### config.mk
export PLATFORM = sky130hd
export DESIGN_NAME = sram_arb_2p
export DESIGN_NICKNAME = d
export VERILOG_FILES = /design/src/rtl/sram_arb_2p.sv
export SDC_FILE = /design/constraint.sdc
export NUM_CORES = 1
export LEC_CHECK = 0
export ABC_AREA = 1
export ABC_CLOCK_PERIOD_IN_PS = 9400
export BUFFER_PORTS_ARGS = -buffer_cell sky130_fd_sc_hd__buf_4
export CAP_MARGIN = 15
export CORE_AREA = 2 2 177 179
export DETAILED_ROUTE_END_ITERATION = 8
export DIE_AREA = 0 0 179 181
export MAX_ROUTING_LAYER = met4
export PLACE_DENSITY = 0.54
export SYNTH_ARGS = -nofsm -noshare
export SYNTH_HDL_FRONTEND = slang
export SYNTH_SLANG_ARGS = --single-unit
### constraint.sdc
create_clock -name wb_clk_i -period 9.4 [get_ports wb_clk_i]
set_clock_uncertainty 0.05 [all_clocks]
set_input_delay 0.47 -clock wb_clk_i [delete_from_list [all_inputs] [get_ports wb_clk_i]]
set_output_delay 0.47 -clock wb_clk_i [all_outputs]
set_load 0.1 [all_outputs]
### src/rtl/sram_arb_2p.sv
// Two-port round-robin arbiter in front of a single-port SRAM macro with a spare data bit.
// Optionally zero-fills the whole array after reset before accepting requests.
module sram_arb_2p #(
  parameter int ADDR_WIDTH = 9,
  parameter int DATA_WIDTH = 64,
  parameter int NUM_WMASKS = 8,
  parameter int INIT_ZERO  = 1
) (
  input  logic                  wb_clk_i,
  input  logic                  wb_rst_i,
  input  logic                  p0_valid,
  output logic                  p0_ready,
  input  logic                  p0_we,
  input  logic [NUM_WMASKS-1:0] p0_wmask,
  input  logic [ADDR_WIDTH-1:0] p0_addr,
  input  logic [DATA_WIDTH-1:0] p0_wdata,
  output logic                  p0_rvalid,
  output logic [DATA_WIDTH-1:0] p0_rdata,
  input  logic                  p1_valid,
  output logic                  p1_ready,
  input  logic                  p1_we,
  input  logic [NUM_WMASKS-1:0] p1_wmask,
  input  logic [ADDR_WIDTH-1:0] p1_addr,
  input  logic [DATA_WIDTH-1:0] p1_wdata,
  output logic                  p1_rvalid,
  output logic [DATA_WIDTH-1:0] p1_rdata,
  output logic                  init_done,
  output logic                  sram_csb0,
  output logic                  sram_web0,
  output logic [NUM_WMASKS-1:0] sram_wmask0,
  output logic                  sram_spare_wen0,
  output logic [ADDR_WIDTH-1:0] sram_addr0,
  output logic [DATA_WIDTH:0]   sram_din0,
  input  logic [DATA_WIDTH:0]   sram_dout0
);

  typedef enum logic {ST_INIT, ST_RUN} state_t;

  state_t                state, state_next;
  logic [ADDR_WIDTH-1:0] init_addr;
  logic                  init_last;
  logic                  grant0, grant1, accept;
  logic                  prio_p1;
  logic                  sel_we;
  logic [NUM_WMASKS-1:0] sel_wmask;
  logic [ADDR_WIDTH-1:0] sel_addr;
  logic [DATA_WIDTH-1:0] sel_wdata;
  logic                  rd_v1, rd_o1, rd_v2, rd_o2;
  logic                  dout_spare_unused;

  localparam logic [ADDR_WIDTH-1:0] ADDR_ONE = {{(ADDR_WIDTH-1){1'b0}}, 1'b1};

  assign init_last         = &init_addr;
  assign dout_spare_unused = sram_dout0[DATA_WIDTH];
  assign sram_spare_wen0   = 1'b0;

  always_comb begin
    state_next = state;
    grant0     = 1'b0;
    grant1     = 1'b0;
    case (state)
      ST_INIT: if (init_last) state_next = ST_RUN;
      ST_RUN: begin
        // Ready is combinational, so gate it with reset to keep it low while reset is held.
        if (!wb_rst_i) begin
          if (p0_valid && !(p1_valid && prio_p1)) grant0 = 1'b1;
          else if (p1_valid)                       grant1 = 1'b1;
        end
      end
      default: state_next = ST_RUN;
    endcase
  end

  assign p0_ready  = grant0;
  assign p1_ready  = grant1;
  assign accept    = grant0 | grant1;
  assign sel_we    = grant1 ? p1_we    : p0_we;
  assign sel_wmask = grant1 ? p1_wmask : p0_wmask;
  assign sel_addr  = grant1 ? p1_addr  : p0_addr;
  assign sel_wdata = grant1 ? p1_wdata : p0_wdata;

  always_ff @(posedge wb_clk_i or posedge wb_rst_i) begin
    if (wb_rst_i) state <= (INIT_ZERO != 0) ? ST_INIT : ST_RUN;
    else          state <= state_next;
  end

  always_ff @(posedge wb_clk_i or posedge wb_rst_i) begin
    if (wb_rst_i) begin
      init_addr   <= '0;
      init_done   <= 1'b0;
      prio_p1     <= 1'b0;
      sram_csb0   <= 1'b1;
      sram_web0   <= 1'b1;
      sram_wmask0 <= '0;
      sram_addr0  <= '0;
      sram_din0   <= '0;
      rd_v1       <= 1'b0;
      rd_o1       <= 1'b0;
      rd_v2       <= 1'b0;
      rd_o2       <= 1'b0;
      p0_rvalid   <= 1'b0;
      p1_rvalid   <= 1'b0;
      p0_rdata    <= '0;
      p1_rdata    <= '0;
    end else begin
      // Read pipeline: stage 1 = macro sampling, stage 2 = macro output valid.
      rd_v2     <= rd_v1;
      rd_o2     <= rd_o1;
      rd_v1     <= 1'b0;
      p0_rvalid <= rd_v2 && !rd_o2;
      p1_rvalid <= rd_v2 && rd_o2;
      if (rd_v2 && !rd_o2) p0_rdata <= sram_dout0[DATA_WIDTH-1:0];
      if (rd_v2 && rd_o2)  p1_rdata <= sram_dout0[DATA_WIDTH-1:0];
      sram_csb0 <= 1'b1;
      sram_web0 <= 1'b1;
      if (state == ST_INIT) begin
        sram_csb0   <= 1'b0;
        sram_web0   <= 1'b0;
        sram_wmask0 <= '1;
        sram_addr0  <= init_addr;
        sram_din0   <= '0;
        init_addr   <= init_addr + ADDR_ONE;
        if (init_last) init_done <= 1'b1;
      end else begin
        init_done <= 1'b1;
        if (accept) begin
          sram_csb0   <= 1'b0;
          sram_web0   <= ~sel_we;
          sram_wmask0 <= sel_we ? sel_wmask : '0;
          sram_addr0  <= sel_addr;
          sram_din0   <= {1'b0, sel_wdata};
          rd_v1       <= ~sel_we;
          rd_o1       <= grant1;
          prio_p1     <= grant0;
        end
      end
    end
  end

endmodule

-- Yosys cells after proc, flatten, opt, wreduce, memory -nomap -nowiden
Cells that the tools add are included.
- add/subtract/negate cells: 1
- equality and inequality tests: 1
- mux-type cells: 28
- reduce and logical (&&, ||, !) cells: 9
- bitwise gates (word level): 2
- operator list (kind ; number):
    2-to-1 mux 65 bit ; 2
    2-to-1 mux 64 bit ; 1
    2-to-1 mux 8 bit ; 4
    2-to-1 mux 9 bit ; 3
    2-to-1 mux 1 bit ; 18
    adder 9 x 1 -> 9 bit, second input constant ; 1
    AND reduction 9 bit ; 1
    logical AND 1 bit ; 4
    logical NOT 1 bit ; 2
    != test 2 x 1 -> 1 bit, second input constant ; 1
    AND reduction 2 bit ; 1
    nonzero test 2 bit ; 1
    inverter 1 bit ; 1
    OR 1 bit ; 1
- word-level logic and storage cells: 58
- register bits: 230
- input port bits: 233
- output and inout port bits: 218

-- Depth between registers and ports, before layout
- depth in word-level cells: 10
- gate-level depth with buffers: 10
- depth with buffers taken out: 8

-- Worst setup path after synthesis
No wires, ideal clock.
- path type: input port to output port
- from: in wb_rst_i
- to: out p0_ready
- cell stages on the path: 4
- buffers on the path: 1
- setup slack: 1.855 ns
- arrival: 7.025 ns
- cells stage by stage: inv_1 > nand2_2 > nor2_4 > clkbuf_1
- word-level cells in the longest chain between the ends: 2
- ends and longest elaborated chain (element ; RTL line ; RTL):
    start, declared ; 10 ; input logic wb_rst_i,
    2-to-1 mux 1 bit ; 65 ; if (!wb_rst_i) begin
    2-to-1 mux 1 bit ; 61 ; case (state)
    end, declared ; 12 ; output logic p0_ready,
No other way between the ends.

-- Worst setup path in the final report
- from: reg state
- to: out p0_ready
- word-level cells in the longest chain between the ends: 1
- ends and longest elaborated chain (element ; RTL line ; RTL):
    start, declared ; 39 ; state_t state, state_next;
    start signal, assigned ; 83 ; if (wb_rst_i) state <= (INIT_ZERO != 0) ? ST_INIT : ST_RUN;
    start signal, assigned ; 84 ; else state <= state_next;
    2-to-1 mux 1 bit ; 61 ;
No other way between the ends.

==> impl_results.md <==
* Status: finished clean
* CTS Sinks at 229
* Layout cells sized above 1 at 0.347
* Max IR drop VDD at 125 µV
* Root Buffer: clkbuf_16
* Fin util at 0.467
* Internal at 1.80 mW
* Seq pwr share at 0.436
* Die width at 179 µm
* Cts repair resizes at 0
* Slew margin rel. at 0.273
* Number of setup violations in the final report at 0
* Slew Limit Fails at 0
* Max Buffers Root-to-Sink at 3
* Setup TNS at 0 ns
* Synth warn at 0
* Part of the power in combinational logic at 0.050
* Post-Route WL at 33,100 µm
* Synth Area in XOR/XNOR at 0.00641
* First-pass GRT wire length at 50,100 µm
* Worst setup startpoint: state
* Final critical-path required period at 3.68 ns
* Fin nets at 1,716
* CTS buffer count at 27
* Largest family of logic cells by synthesized area: simple AND/OR/NAND/NOR gates
* Worst Path Max Fanout at 80
* # rows at 64
* Post-synthesis mux area share at 0
* Router iterations before antenna repair at 5
* Pre-CTS setup slack at 6.07 ns
* Core Footprint at 30,300 µm²
* Post-Syn Area per Cell at 8.94 µm²
* Synthesis-to-layout area growth at 48.1%
* GPL Wtd Cong at 0.824
* RR Startpoint: state
* Sw Ratio at 0.206
* Synth Instances at 1,070
* RSZ-0062 raised after global routing: false
* Die area at 32,400 µm²
* Die H at 181 µm
* Worst stage delay on the critical path at 0.72 ns
* Arr. time, crit path at 3.16 ns
* Post-CTS Setup Inserts at 0
* Clock Power Share at 0.514
* Crit Path Class: register to primary output
* Cts hold-fix bufs at 0
* Share of synthesized registers carrying an async set or reset at 1.00
* Final HPWL DP at 22,800 µm
* Capture point of the worst path: p0_ready
* Initial core utilization at 0.315
* Slowest CP cell: buf_4
* #FFs+latches synth at 229
* Total GRT Usage at 0.202
* Launching element type of the critical path: register
* Setup crit end kind: primary output
* Top Ports at 451
* Initial antenna violation count at 2
* DRC viols at 0
* H-tree levels at 1
* TritonCTS clock tree: done
* Worst Path Required at 8.88 ns
* WL/cell at 17.5 µm
* Mapped Area at 9570 µm²
* Clock slew at reported path FFs at 0.06 ns
* Vias in the first global route at 8,639
* Sw Pwr at 0.467 mW
* Top FF cell, synth: dfrtp_1
* Crit path buffers/inverters at 3
* Max Fclk at 272 MHz
* Pleak at 7.54 nW
* Vias at 8,905
* Vias per cell at 4.69
* Min-Delay Path Class: input pin to async pin
* Pin count of the biggest net entering global routing at 130
* Max-Cap Viols at 0
* Iter 0 DRT Violations at 492
* EDFF count, synth at 0
* Final Hold Violating Endpoints at 0
* Worst path cell trace: buf_4 -> nand2_2 -> nor2_4 -> buf_4 -> buf_4
* Worst Reg-to-Reg Cells at 8
* Final Cycle Share at 0.392
* Top cell family by delay on the critical path: buffers and inverters
* Post-synthesis sequential area ratio at 0.599
* Most frequent CP cell: buf_4
* Adder-Cell Fraction of Synth Area at 0.00262
* Simple-gate share of the synthesized area at 0.240
* Critical path depth at 5
* Worst skew pair latency at 0.53 ns
* FF-to-FF End: sram_addr0[1]
* Port buffer count at 447
* Post-synthesis cell type count at 23
* Remaining global-route overflow at 0
* R2R setup slack at 6.29 ns
* Antenna viol nets, final at 0
* Worst Setup Slack, final at 5.72 ns
* Synth Area in Compound Gates at 0.0711
* Pwr dens at 160 nW/µm²
* Worst-margin pin slew at 1.09 ns
* Worst Hold Slack at 0.0179 ns
-- power groups by stage --
stage / clock (mW) / sequential [mW] / combinational (mW)
6_report: 1.16 / 0.987 / 0.114
5_1_grt: 1.24 / 0.986 / 0.128
4_1_cts: 1.20 / 0.986 / 0.117
3_5_place_dp: 0 / 1.00 / 0.116
3_3_place_gp: 0 / 1.00 / 0.116
2_1_floorplan: 0 / 1.00 / 0.0306
-- placed cells by master (no fill, tap or decap), types with 3 or more instances in the layout --
| master | netlist | final |
|---|---|---|
| nand3_1 | 238 | 238 |
| clkinv_2 | 0 | 8 |
| nand2_2 | 4 | 4 |
| o21ai_0 | 136 | 136 |
| clkbuf_8 | 0 | 4 |
| bufinv_16 | 0 | 7 |
| dfrtp_1 | 227 | 226 |
| buf_4 | 6 | 455 |
| clkbuf_16 | 0 | 27 |
| inv_1 | 96 | 94 |
| nor2_4 | 2 | 4 |
| nand2_1 | 266 | 265 |
| xor2_1 | 4 | 4 |
| xnor2_1 | 3 | 3 |
| nor2_1 | 7 | 6 |
-- state kept, by name, indices dropped and copies added (netlist names) --
register	flops
sram_din0	64
p1_rvalid	1
p1_rdata	64
p0_rdata	64
p0_rvalid	1
sram_csb0	1
init_addr	9
init_done	1
rd_v2	1
rd_o1	1
sram_wmask0	8
sram_web0	1
state	1
sram_addr0	9
rd_v1	1
prio_p1	1
rd_o2	1
-- metal layers --
layer | vias up | global-route usage | wire, µm
li1 | 4285 | - | -
met1 | 4199 | 0.253 | 13600
met5 | - | - | 0
met3 | 55 | 0.0581 | 3250
met2 | 366 | 0.315 | 15300
met4 | 0 | 0.0647 | 1020
-- worst register-to-register path: cells and delay by family, from the launching register on --
family | cells | cell delay [ns]
buf+inv | 3 | 1.55
flops | 1 | 0.36
simple gates | 5 | 1.08
-- cell usage after synthesis (2+ instances only) --
| cell | instances | area [µm²] |
|---|---|---|
| buf_2 | 26 | 130 |
| nand2_2 | 4 | 25.0 |
| xor2_1 | 4 | 35.0 |
| nand2_1 | 266 | 998 |
| nand3_1 | 238 | 1190 |
| ha_1 | 2 | 25.0 |
| dfrtp_1 | 227 | 5680 |
| clkbuf_1 | 33 | 124 |
| dfstp_2 | 2 | 52.6 |
| inv_1 | 96 | 360 |
| nor2_4 | 2 | 22.5 |
| nor2_2 | 2 | 12.5 |
| buf_4 | 6 | 45.0 |
| buf_1 | 3 | 11.3 |
| buf_6 | 8 | 90.1 |
| nor2_1 | 7 | 26.3 |
| o21ai_0 | 136 | 681 |
| xnor2_1 | 3 | 26.3 |
-- cells by family (layout without fill, tap and decap cells) --
| family | count (synthesis) | in the layout |
|---|---|---|
| simple gates | 522 | 522 |
| fa+ha+maj | 2 | 2 |
| compound gates | 136 | 136 |
| xor+xnor | 7 | 7 |
| buf+inv | 173 | 602 |
| other cells | 1 | 4 |
| flops | 229 | 229 |
-- final cells by class --
class	count	area [µm²]
Antenna cell	2	5.00
Inverter	97	373
Tap cell	396	495
Timing Repair Buffer	457	3470
Multi-Input combinational cell	669	3100
Clock inverter	15	254
Sequential cell	229	5730
Fill cell	3056	16200
Clock buffer	33	738
-- worst min path at each step --
stage / from / end / cells after the start
finish: wb_rst_i / sram_din0[32] / 2
global route: wb_rst_i / sram_addr0[1] / 2
CTS: wb_rst_i / sram_din0[32] / 2
detailed placement: rd_v1 / rd_v2 / 0
global placement: rd_v1 / rd_v2 / 0
floorplan: rd_v1 / rd_v2 / 0
-- per-stage QoR --
stage               cell area [µm²]  cells  power (mW)
floorplan                      9570   1071        1.04
global placement              13100   1846        1.12
detailed placement            13100   1846        1.12
CTS                           14100   1894        2.30
global route                  14200   1898        2.35
finish                        14200   1898        2.26
No activity file was read; power rests on OpenSTA's default activity.
